## src/rtl/interleaver_addr_ctr_if.sv

```systemverilog
// Control/address bundle between the interleaver FSM and one RAM address
// counter.
interface interleaver_addr_ctr_if #(
  parameter int ADDR_W = 13
);
  logic              ctr_re;
  logic              ctr_en;
  logic              ctr_blk;
  logic              pmode;
  logic [ADDR_W-1:0] addr;
  logic              finish;
  logic              busy;

  modport master (
    output ctr_re, ctr_en, ctr_blk, pmode,
    input  addr, finish, busy
  );

  modport slave (
    input  ctr_re, ctr_en, ctr_blk, pmode,
    output addr, finish, busy
  );
endinterface

```

## src/rtl/interleaver_addr_ctr.sv

```systemverilog
// Interleaver RAM address sequencer: linear 0..K-1 or LTE QPP permuted
// addresses, computed incrementally with modular adds only.
module interleaver_addr_ctr #(
  parameter int ADDR_W   = 13,
  parameter int K_SMALL  = 1056,
  parameter int F1_SMALL = 17,
  parameter int F2_SMALL = 66,
  parameter int K_LARGE  = 6144,
  parameter int F1_LARGE = 263,
  parameter int F2_LARGE = 480
) (
  input  logic                 clk,
  input  logic                 reset,
  interleaver_addr_ctr_if.slave bus
);

  typedef enum logic [1:0] {
    S_IDLE,
    S_ACTIVE,
    S_DONE
  } state_t;

  typedef logic [ADDR_W:0]   wide_t;
  typedef logic [ADDR_W-1:0] addr_t;

  localparam wide_t KS  = wide_t'(K_SMALL);
  localparam wide_t KL  = wide_t'(K_LARGE);
  localparam addr_t G0S = addr_t'(F1_SMALL + F2_SMALL);
  localparam addr_t G0L = addr_t'(F1_LARGE + F2_LARGE);
  localparam addr_t D2S = addr_t'(2 * F2_SMALL);
  localparam addr_t D2L = addr_t'(2 * F2_LARGE);

  state_t r_state;
  addr_t  r_idx;
  addr_t  r_pi;
  addr_t  r_g;
  logic   r_blk;
  logic   r_pmode;

  wide_t w_k;
  addr_t w_kmax;
  addr_t w_d2;
  addr_t w_g0;
  addr_t w_g0_new;
  addr_t w_pi_nxt;
  addr_t w_g_nxt;
  logic  w_last;

  // Both operands are already reduced, so one conditional subtract suffices.
  function automatic addr_t mod_add(addr_t a, addr_t b, wide_t k);
    wide_t s;
    s = {1'b0, a} + {1'b0, b};
    if (s >= k) s = s - k;
    return s[ADDR_W-1:0];
  endfunction

  assign w_k      = r_blk ? KL : KS;
  assign w_kmax   = addr_t'(w_k - wide_t'(1));
  assign w_d2     = r_blk ? D2L : D2S;
  assign w_g0     = r_blk ? G0L : G0S;
  assign w_g0_new = bus.ctr_blk ? G0L : G0S;
  assign w_last   = (r_idx == w_kmax);
  assign w_pi_nxt = mod_add(r_pi, r_g, w_k);
  assign w_g_nxt  = mod_add(r_g, w_d2, w_k);

  always_ff @(posedge clk or posedge reset) begin
    if (reset) begin
      r_state <= S_IDLE;
      r_idx   <= '0;
      r_pi    <= '0;
      r_g     <= '0;
      r_blk   <= 1'b0;
      r_pmode <= 1'b0;
    end else if (bus.ctr_re) begin
      r_state <= S_ACTIVE;
      r_idx   <= '0;
      r_pi    <= '0;
      r_g     <= w_g0_new;
      r_blk   <= bus.ctr_blk;
      r_pmode <= bus.pmode;
    end else if (r_state == S_ACTIVE && bus.ctr_en) begin
      if (w_last) begin
        r_state <= S_DONE;
        r_idx   <= '0;
        r_pi    <= '0;
        r_g     <= w_g0;
      end else begin
        r_idx <= r_idx + addr_t'(1);
        r_pi  <= w_pi_nxt;
        r_g   <= w_g_nxt;
      end
    end
  end

  assign bus.addr   = r_pmode ? r_pi : r_idx;
  assign bus.finish = (r_state == S_ACTIVE) && w_last;
  assign bus.busy   = (r_state == S_ACTIVE);

endmodule

```

## src/flat_wrapper.sv

```systemverilog
// flat-port wrapper written by rule: the top's interface ports become plain ports
module interleaver_addr_ctr_flat 
#(
  parameter int ADDR_W   = 13,
  parameter int K_SMALL  = 1056,
  parameter int F1_SMALL = 17,
  parameter int F2_SMALL = 66,
  parameter int K_LARGE  = 6144,
  parameter int F1_LARGE = 263,
  parameter int F2_LARGE = 480
)
  (clk, reset, bus_ctr_re, bus_ctr_en, bus_ctr_blk, bus_pmode, bus_addr, bus_finish, bus_busy);
  interleaver_addr_ctr_if #(.ADDR_W(ADDR_W)) bus_i ();
  input  logic clk;
  input  logic reset;
  input wire logic [$bits(bus_i.ctr_re)-1:0] bus_ctr_re;
  input wire logic [$bits(bus_i.ctr_en)-1:0] bus_ctr_en;
  input wire logic [$bits(bus_i.ctr_blk)-1:0] bus_ctr_blk;
  input wire logic [$bits(bus_i.pmode)-1:0] bus_pmode;
  output wire logic [$bits(bus_i.addr)-1:0] bus_addr;
  output wire logic [$bits(bus_i.finish)-1:0] bus_finish;
  output wire logic [$bits(bus_i.busy)-1:0] bus_busy;
  assign bus_i.ctr_re = bus_ctr_re;
  assign bus_i.ctr_en = bus_ctr_en;
  assign bus_i.ctr_blk = bus_ctr_blk;
  assign bus_i.pmode = bus_pmode;
  assign bus_addr = bus_i.addr;
  assign bus_finish = bus_i.finish;
  assign bus_busy = bus_i.busy;
  interleaver_addr_ctr #(.ADDR_W(ADDR_W), .K_SMALL(K_SMALL), .F1_SMALL(F1_SMALL), .F2_SMALL(F2_SMALL), .K_LARGE(K_LARGE), .F1_LARGE(F1_LARGE), .F2_LARGE(F2_LARGE)) u_core (.clk(clk), .reset(reset), .bus(bus_i));
endmodule
```

## config.mk

```make
export PLATFORM = sky130hd
export DESIGN_NAME = interleaver_addr_ctr_flat
export DESIGN_NICKNAME = d
export VERILOG_FILES = /design/src/rtl/interleaver_addr_ctr_if.sv /design/src/rtl/interleaver_addr_ctr.sv /design/src/flat_wrapper.sv
export SDC_FILE = /design/constraint.sdc
export NUM_CORES = 1
export LEC_CHECK = 0
export BUFFER_PORTS_ARGS = -buffer_cell sky130_fd_sc_hd__buf_2
export CAP_MARGIN = 20
export CORE_MARGIN = 2
export CORE_UTILIZATION = 56
export DETAILED_ROUTE_END_ITERATION = 12
export HOLD_SLACK_MARGIN = 0.1
export PLACE_DENSITY = 0.88
export SLEW_MARGIN = 20
export SYNTH_ARGS = -nofsm -noshare
export SYNTH_HDL_FRONTEND = slang
export SYNTH_SLANG_ARGS = --single-unit
```

## constraint.sdc

```tcl
create_clock -name clk -period 4.1 [get_ports clk]
set_input_delay 0.615 -clock clk [delete_from_list [all_inputs] [get_ports clk]]
set_output_delay 0.615 -clock clk [all_outputs]
set_load 0.02 [all_outputs]
```

==> flow_summary.yaml, run 1 <==
critical_path:
  worstPathRequired_ps: 4300
  worst-setup-path-type: "reg2reg"
  path_max_fanout: 5
  cp.arrival_ps: 4210
  reg2reg_slack_ps: 90
  startpoint_type: "register"
  worst_setup_path_end_kind: "register"
global_routing:
  largest_net_degree_at_the_start_of_global_routing: 43
  grt_pass1_vias: 3096
  grt_overflow: 0
  grt_pass1_wl_um: 14800
  grt_antenna_before_repair: 0
  grt_usage_pct: 28.4
yosys:
  synthMostInstantiatedCell: "sky130_fd_sc_hd__dfrtp_1"
  postSynthCellCount: 394
  asyncSetResetFlopFracSynth_pct: 100
  synth.yosys.seq_area_share_pct: 30.5
  most_used_flip_flop_cell_after_synthesis: "sky130_fd_sc_hd__dfrtp_1"
  synth.cell_area_mm2: 0.00345
  synthTopCellsByArea: "sky130_fd_sc_hd__dfrtp_1 30%, sky130_fd_sc_hd__ha_1 11%, sky130_fd_sc_hd__mux2_2 4.6%"
  synthesis.nets: 430
  number_of_flops_mapped_to_enable_cells_by_yosys: 0
  postSynthRegisterBits: 42
  post-synth-top-area-cell: "sky130_fd_sc_hd__dfrtp_1"
  ys_top_cells_by_count: "42 x sky130_fd_sc_hd__dfrtp_1, 37 x sky130_fd_sc_hd__nor2_1, 29 x sky130_fd_sc_hd__ha_1, 29 x sky130_fd_sc_hd__nand2_1, 24 x sky130_fd_sc_hd__nand3_1"
  avgSynthCellArea_um2: 8.75
  synth_cell_types: 59
  yosys_warnings: 0
  yosysTopAreaCellShare_pct: 30.5
clock_network:
  h-tree-depth: 2
  cts_sinks: 42
  clk_pin_slew_worst_paths_ps: 100
  cts-buffers-inserted: 5
  cts-root-buf: "sky130_fd_sc_hd__clkbuf_8"
  cts_hold_buf: 0
  clock_tree_from_tritoncts: "done"
  cts_max_path_buffers: 2
  clock_latency_ps: 320
power:
  p_sw_mw: 1.31
  vdd_ir_drop_max_mv: 0.684
  power_density_mw_per_mm2: 688
  p_leak_nw: 1.82
  swShare_pct: 48.2
  power.share.clock_pct: 10.7
  power_frac_comb_pct: 67.6
  intPower_mw: 1.41
  power_frac_seq_pct: 21.7
  power.total_mw: 2.73
floorplan:
  dieArea_mm2: 0.00680
  dieHeight_um: 82.5
  floorplan.rows: 28
  core_box_area_mm2: 0.00592
  die_x_um: 82.5
  floorplan.initialDensity_pct: 58.2
  io-pin-count: 21
cells_and_area:
  drive_above_1_share_pct: 21.6
  area_growth_syn_to_layout_pct: 14.9
  diodes: 0
  fin_nets: 465
timing:
  final-max-slew-violation-count: 0
  setup_viol: 0
  worst_hold_margin_ps: 413
  clock_skew_ps: 11.0
  fmaxAchievable_mhz: 249
  finalWorstPathRequiredPeriod_ps: 4010
  finalSetupTns_ps: 0
  relSlewSlack_pct: 41.6
  hold_viol_final: 0
  worst-slew-pin-transition_ps: 873
  min_period_over_period_pct: 97.9
run:
  drv_cap: 0
drt:
  route.detailed.vias_per_inst: 6.72
  count_of_unresolved_drc_violations_after_routing: 0
  drtAntennaViolNets: 0
  routed_vias: 3393
  detail_route.wirelength_um: 9680
  routed_wire_length_per_instance_um: 19.2
  first_iter_violations: 450
  drt_pre_antenna_iters: 5
placement:
  dp_hpwl_um: 6570
  place.port_buffers: 20
  gpl.final_weighted_congestion: 0.984
hold_path:
  hold_path.class: "in2async"
outcome:
  outcome: "finished clean"
==> metal layers <==
metal	GRT usage [%]	share of wire, %
met1	39.8	42
met3	3.37	7.9
met2	44.6	46
met4	11.5	4.1
met5	0	0
==> worst max-delay path, cell delays in order (launching register included) <==
cell and delay [ps]:
sky130_fd_sc_hd__dfrtp_1 420, sky130_fd_sc_hd__ha_2 220, sky130_fd_sc_hd__fa_2 360, sky130_fd_sc_hd__a21o_1 220, sky130_fd_sc_hd__a221oi_2 290, sky130_fd_sc_hd__o21ai_1 110
sky130_fd_sc_hd__a21o_1 210, sky130_fd_sc_hd__a31oi_1 180, sky130_fd_sc_hd__xnor2_1 120, sky130_fd_sc_hd__ha_1 360, sky130_fd_sc_hd__nand3_2 110, sky130_fd_sc_hd__nor2_2 110
sky130_fd_sc_hd__nand3_2 100, sky130_fd_sc_hd__nor4b_4 270, sky130_fd_sc_hd__a311oi_2 170, sky130_fd_sc_hd__o21ai_2 170, sky130_fd_sc_hd__buf_4 170, sky130_fd_sc_hd__nor3_1 40
sky130_fd_sc_hd__a221o_1 280
==> worst paths after layout <==
| check | from | endpoint | depth (start not counted) |
|---|---|---|---|
| worst min-delay path | reset | u_core.r_idx[2] | 3 |
| min in group clk | bus_ctr_blk | u_core.r_blk | 3 |
| worst max register to register | u_core.r_pi[0] | u_core.r_pi[5] | 18 |
| worst max-delay path | u_core.r_pi[0] | u_core.r_pi[5] | 18 |
| max in group asynchronous | reset | u_core.r_g[11] | 3 |
| worst min register to register | u_core.r_state[1] | u_core.r_state[1] | 2 |
==> cells in the final DEF (no fill, tap or decap), drive strengths merged, types with 15 or more instances in the layout <==
master and instances:
buf 43, dfrtp 42, nor2 37, nand2 29
ha 29, nand3 24, o21ai 19, inv 17
a21oi 17, xnor2 16, nor3 15
==> cell type report <==
cell class | instances | area [µm²]
multi-input combinational | 321 | 2390
fill | 443 | 1960
sequential | 42 | 1050
timing repair buffer | 43 | 277
tap | 75 | 93.8
clock buffer | 5 | 68.8
inverter | 16 | 60.1
clock inverter | 3 | 23.8
==> flip-flops by register name, indices dropped and copies added, names as in the netlist <==
register and cells:
u_core.r_idx 13, u_core.r_pmode 1, u_core.r_state 2, u_core.r_g 12, u_core.r_blk 1, u_core.r_pi 13
==> logic make-up after synthesis <==
| kind of cell | count (synthesis) | share of synthesized area, % |
|---|---|---|
| AOI/OAI and AO/OA | 97 | 20.3 |
| xor gates and xnor gates | 29 | 7.37 |
| adders and majority gates | 30 | 11.1 |
| buffers and inverters | 31 | 3.63 |
| DFF | 42 | 30.5 |
| muxes | 19 | 6.02 |
| and+or+nand+nor | 146 | 21.1 |
==> power by group through the flow <==
stage	clock network, mW	logic, mW	registers [mW]
2_1_floorplan	0	1.24	0.547
5_1_grt	0.308	2.00	0.596
3_5_place_dp	0	1.61	0.587
6_report	0.292	1.84	0.591
4_1_cts	0.287	1.64	0.579
3_3_place_gp	0	1.54	0.585
==> through the flow <==
stage	area (µm²)	utilization (%)	instances	worst slack [ps]
floorplan	3450	-	394	79.6
global placement	3690	62.3	489	115
detailed placement	3690	62.3	489	-44.4
CTS	3800	64.2	498	-11.5
global route	3960	66.9	505	-33.5
finish	3960	66.9	505	85.3
==> repair_timing <==
action                                 4_1_cts  5_1_grt
cloned                                       0        0
resized for setup                            3       22
setup endpoints to repair                    7       10
endpoints found under the hold margin        0        0
setup buffers                                1        7
pin swaps                                    2       10
Note: power is estimated with default switching activity, not from simulation.
==> inputs of run 2 (changes only) <==
--- a/config.mk
+++ b/config.mk
@@ -11,7 +11,7 @@
 export CORE_UTILIZATION = 56
 export DETAILED_ROUTE_END_ITERATION = 12
 export HOLD_SLACK_MARGIN = 0.1
-export PLACE_DENSITY = 0.88
+export PLACE_DENSITY = 0.86
 export SLEW_MARGIN = 20
 export SYNTH_ARGS = -nofsm -noshare
 export SYNTH_HDL_FRONTEND = slang
==> run 2 against run 1 <==
  * Global-route usage rose by 1.2 points
  * Clock skew fell by 2.6 ps
  * Maximum frequency rose by 1.9%
  * Via count fell by 1.0%
  * Register-to-register slack improved by 80 ps
  * Count of clock-buffer cells in the layout did not move
  * Critical path depth fell by 3
  * Design area barely moved
  * Highest routed layer unchanged
==> flow_summary.yaml, run 2 (same netlist as run 1, synthesis figures left out) <==
drt:
  first_iter_violations: 363
  routed_wire_length_per_instance_um: 20.0
  routed_vias: 3359
  drtAntennaViolNets: 0
  route.detailed.vias_per_inst: 6.68
  drt_pre_antenna_iters: 5
  detail_route.wirelength_um: 10100
  count_of_unresolved_drc_violations_after_routing: 0
floorplan:
  core_box_area_mm2: 0.00592
  dieHeight_um: 82.5
  io-pin-count: 21
  dieArea_mm2: 0.00680
  floorplan.rows: 28
  die_x_um: 82.5
  floorplan.initialDensity_pct: 58.2
clock_network:
  clock_latency_ps: 310
  clk_pin_slew_worst_paths_ps: 90
  clock_tree_from_tritoncts: "done"
  h-tree-depth: 2
  cts-buffers-inserted: 5
  cts_max_path_buffers: 2
  cts_sinks: 42
  cts_hold_buf: 0
  cts-root-buf: "sky130_fd_sc_hd__clkbuf_8"
critical_path:
  critical-path-top-delay-family: "compound AO/OA/AOI/OAI gates"
  cp.arrival_ps: 4130
  cp_slowest_cell: "sky130_fd_sc_hd__dfrtp_1"
  worstPathRequired_ps: 4290
  critical-path-max-stage-delay_ps: 400
  worst-setup-path-type: "reg2reg"
  reg2reg_slack_ps: 160
  critical_path.n_buffers_inverters: 1
  worst_setup_path_end_kind: "register"
  path_max_fanout: 6
  cp_cell_sequence: "buf_4 > ha_4 > a211oi_2 > o21ai_2 > a2111oi_4 > or3_1 > xnor2_1 > ha_2 > nand2_1 > nand2_1 > a211o_1 > a311oi_2 > o21ai_2 > a211o_1 > a32o_1"
  startpoint_type: "register"
global_routing:
  grt_overflow: 0
  grt_pass1_wl_um: 15200
  grt_pass1_vias: 3190
  grt_antenna_before_repair: 0
  largest_net_degree_at_the_start_of_global_routing: 43
  grt_usage_pct: 29.6
timing:
  hold_viol_final: 0
  relSlewSlack_pct: 42.9
  worst-slew-pin-transition_ps: 856
  clock_skew_ps: 8.43
  worst_hold_margin_ps: 427
  fmaxAchievable_mhz: 254
  final-max-slew-violation-count: 0
  finalWorstPathRequiredPeriod_ps: 3940
  setup_viol: 0
  min_period_over_period_pct: 96.1
  finalSetupTns_ps: 0
cells_and_area:
  final_cell_count_no_fill: 503
  area_growth_syn_to_layout_pct: 14.9
  leading_cell_types_in_the_layout_fill_and_taps_excluded: "42 x sky130_fd_sc_hd__dfrtp_1, 37 x sky130_fd_sc_hd__nor2_1, 29 x sky130_fd_sc_hd__nand2_1, 25 x sky130_fd_sc_hd__ha_1, 24 x sky130_fd_sc_hd__nand3_1"
  diodes: 0
  sequential_cell_area_mm2: 0.00105
  biggest_regs: "u_core.r_idx x13, u_core.r_pi x13, u_core.r_g x12"
  drive_above_1_share_pct: 19.9
  postLayoutCoreUtil_pct: 66.9
  fin_nets: 463
  multi_input_area_mm2: 0.00236
  total_of_fill_cells_in_the_finished_design: 473
  mostFrequentLayoutCell: "sky130_fd_sc_hd__dfrtp_1"
run:
  drv_cap: 0
power:
  p_leak_nw: 1.84
  vdd_ir_drop_max_mv: 0.516
  power_density_mw_per_mm2: 705
outcome:
  outcome: "finished clean"
placement:
  place.port_buffers: 20
  place_inst: 492
  gpl.final_weighted_congestion: 0.954
  dp_hpwl_um: 6940
hold_path:
  hold_path.class: "in2async"
-- run 2: path summary, 6_finish.rpt --
path                                 from  depth (start not counted)              to
max                         u_core.r_g[0]                         15  u_core.r_pi[7]
min                                 reset                          3  u_core.r_pi[2]
max reg2reg                 u_core.r_g[0]                         15  u_core.r_pi[7]
min reg2reg                u_core.r_pi[0]                          1  u_core.r_pi[0]
max in group asynchronous           reset                          3  u_core.r_pi[9]
min in group clk              bus_ctr_blk                          3    u_core.r_blk
-- run 2: per-layer routing --
metal	vias to the layer above	global-route usage [%]	wire length, µm
met5	-	0	0
met4	0	15.3	438
met3	42	4.46	626
met2	141	49.1	4850
met1	1639	37.1	4150
li1	1537	-	-
-- run 2: what timing repair did --
action,in CTS,in global routing
endpoints found under the setup margin,6,8
buffers inserted,0,3
cloned,0,0
gates resized for setup,4,13
pin swaps,0,13
-- run 2: where the power goes --
part           switching [mW]  leakage [nW]  internal [mW]
clock network           0.163        0.0683          0.244
logic                    1.02          1.22          0.784
registers              0.0991         0.546          0.484
-- run 2: per-stage QoR --
step / instance area, µm² / setup WS [ps] / total power [mW]
6_report: 3960 / 161 / 2.79
5_1_grt: 3960 / -10.5 / 2.97
4_1_cts: 3870 / 28.8 / 2.66
3_5_place_dp: 3710 / -3.42 / 2.23
3_3_place_gp: 3710 / 106 / 2.17
2_1_floorplan: 3450 / 79.6 / 1.79
-- run 2: cell type report --
| cell class | instances | share of cell area (%) |
|---|---|---|
| Clock buffer | 5 | 1.74 |
| Clock inverter | 3 | 1.74 |
| Inverter | 16 | 1.52 |
| Multi-Input combinational cell | 321 | 59.6 |
| Sequential cell | 42 | 26.5 |
| Tap cell | 75 | 2.37 |
| Timing Repair Buffer | 41 | 6.51 |
-- run 2: worst register-to-register path, cell delays in order, from the launching register on --
cell and delay (ps):
sky130_fd_sc_hd__dfrtp_1 400, sky130_fd_sc_hd__buf_4 170, sky130_fd_sc_hd__ha_4 250, sky130_fd_sc_hd__a211oi_2 330, sky130_fd_sc_hd__o21ai_2 150, sky130_fd_sc_hd__a2111oi_4 370
sky130_fd_sc_hd__or3_1 180, sky130_fd_sc_hd__xnor2_1 160, sky130_fd_sc_hd__ha_2 330, sky130_fd_sc_hd__nand2_1 70, sky130_fd_sc_hd__nand2_1 50, sky130_fd_sc_hd__a211o_1 310
sky130_fd_sc_hd__a311oi_2 310, sky130_fd_sc_hd__o21ai_2 160, sky130_fd_sc_hd__a211o_1 330, sky130_fd_sc_hd__a32o_1 260
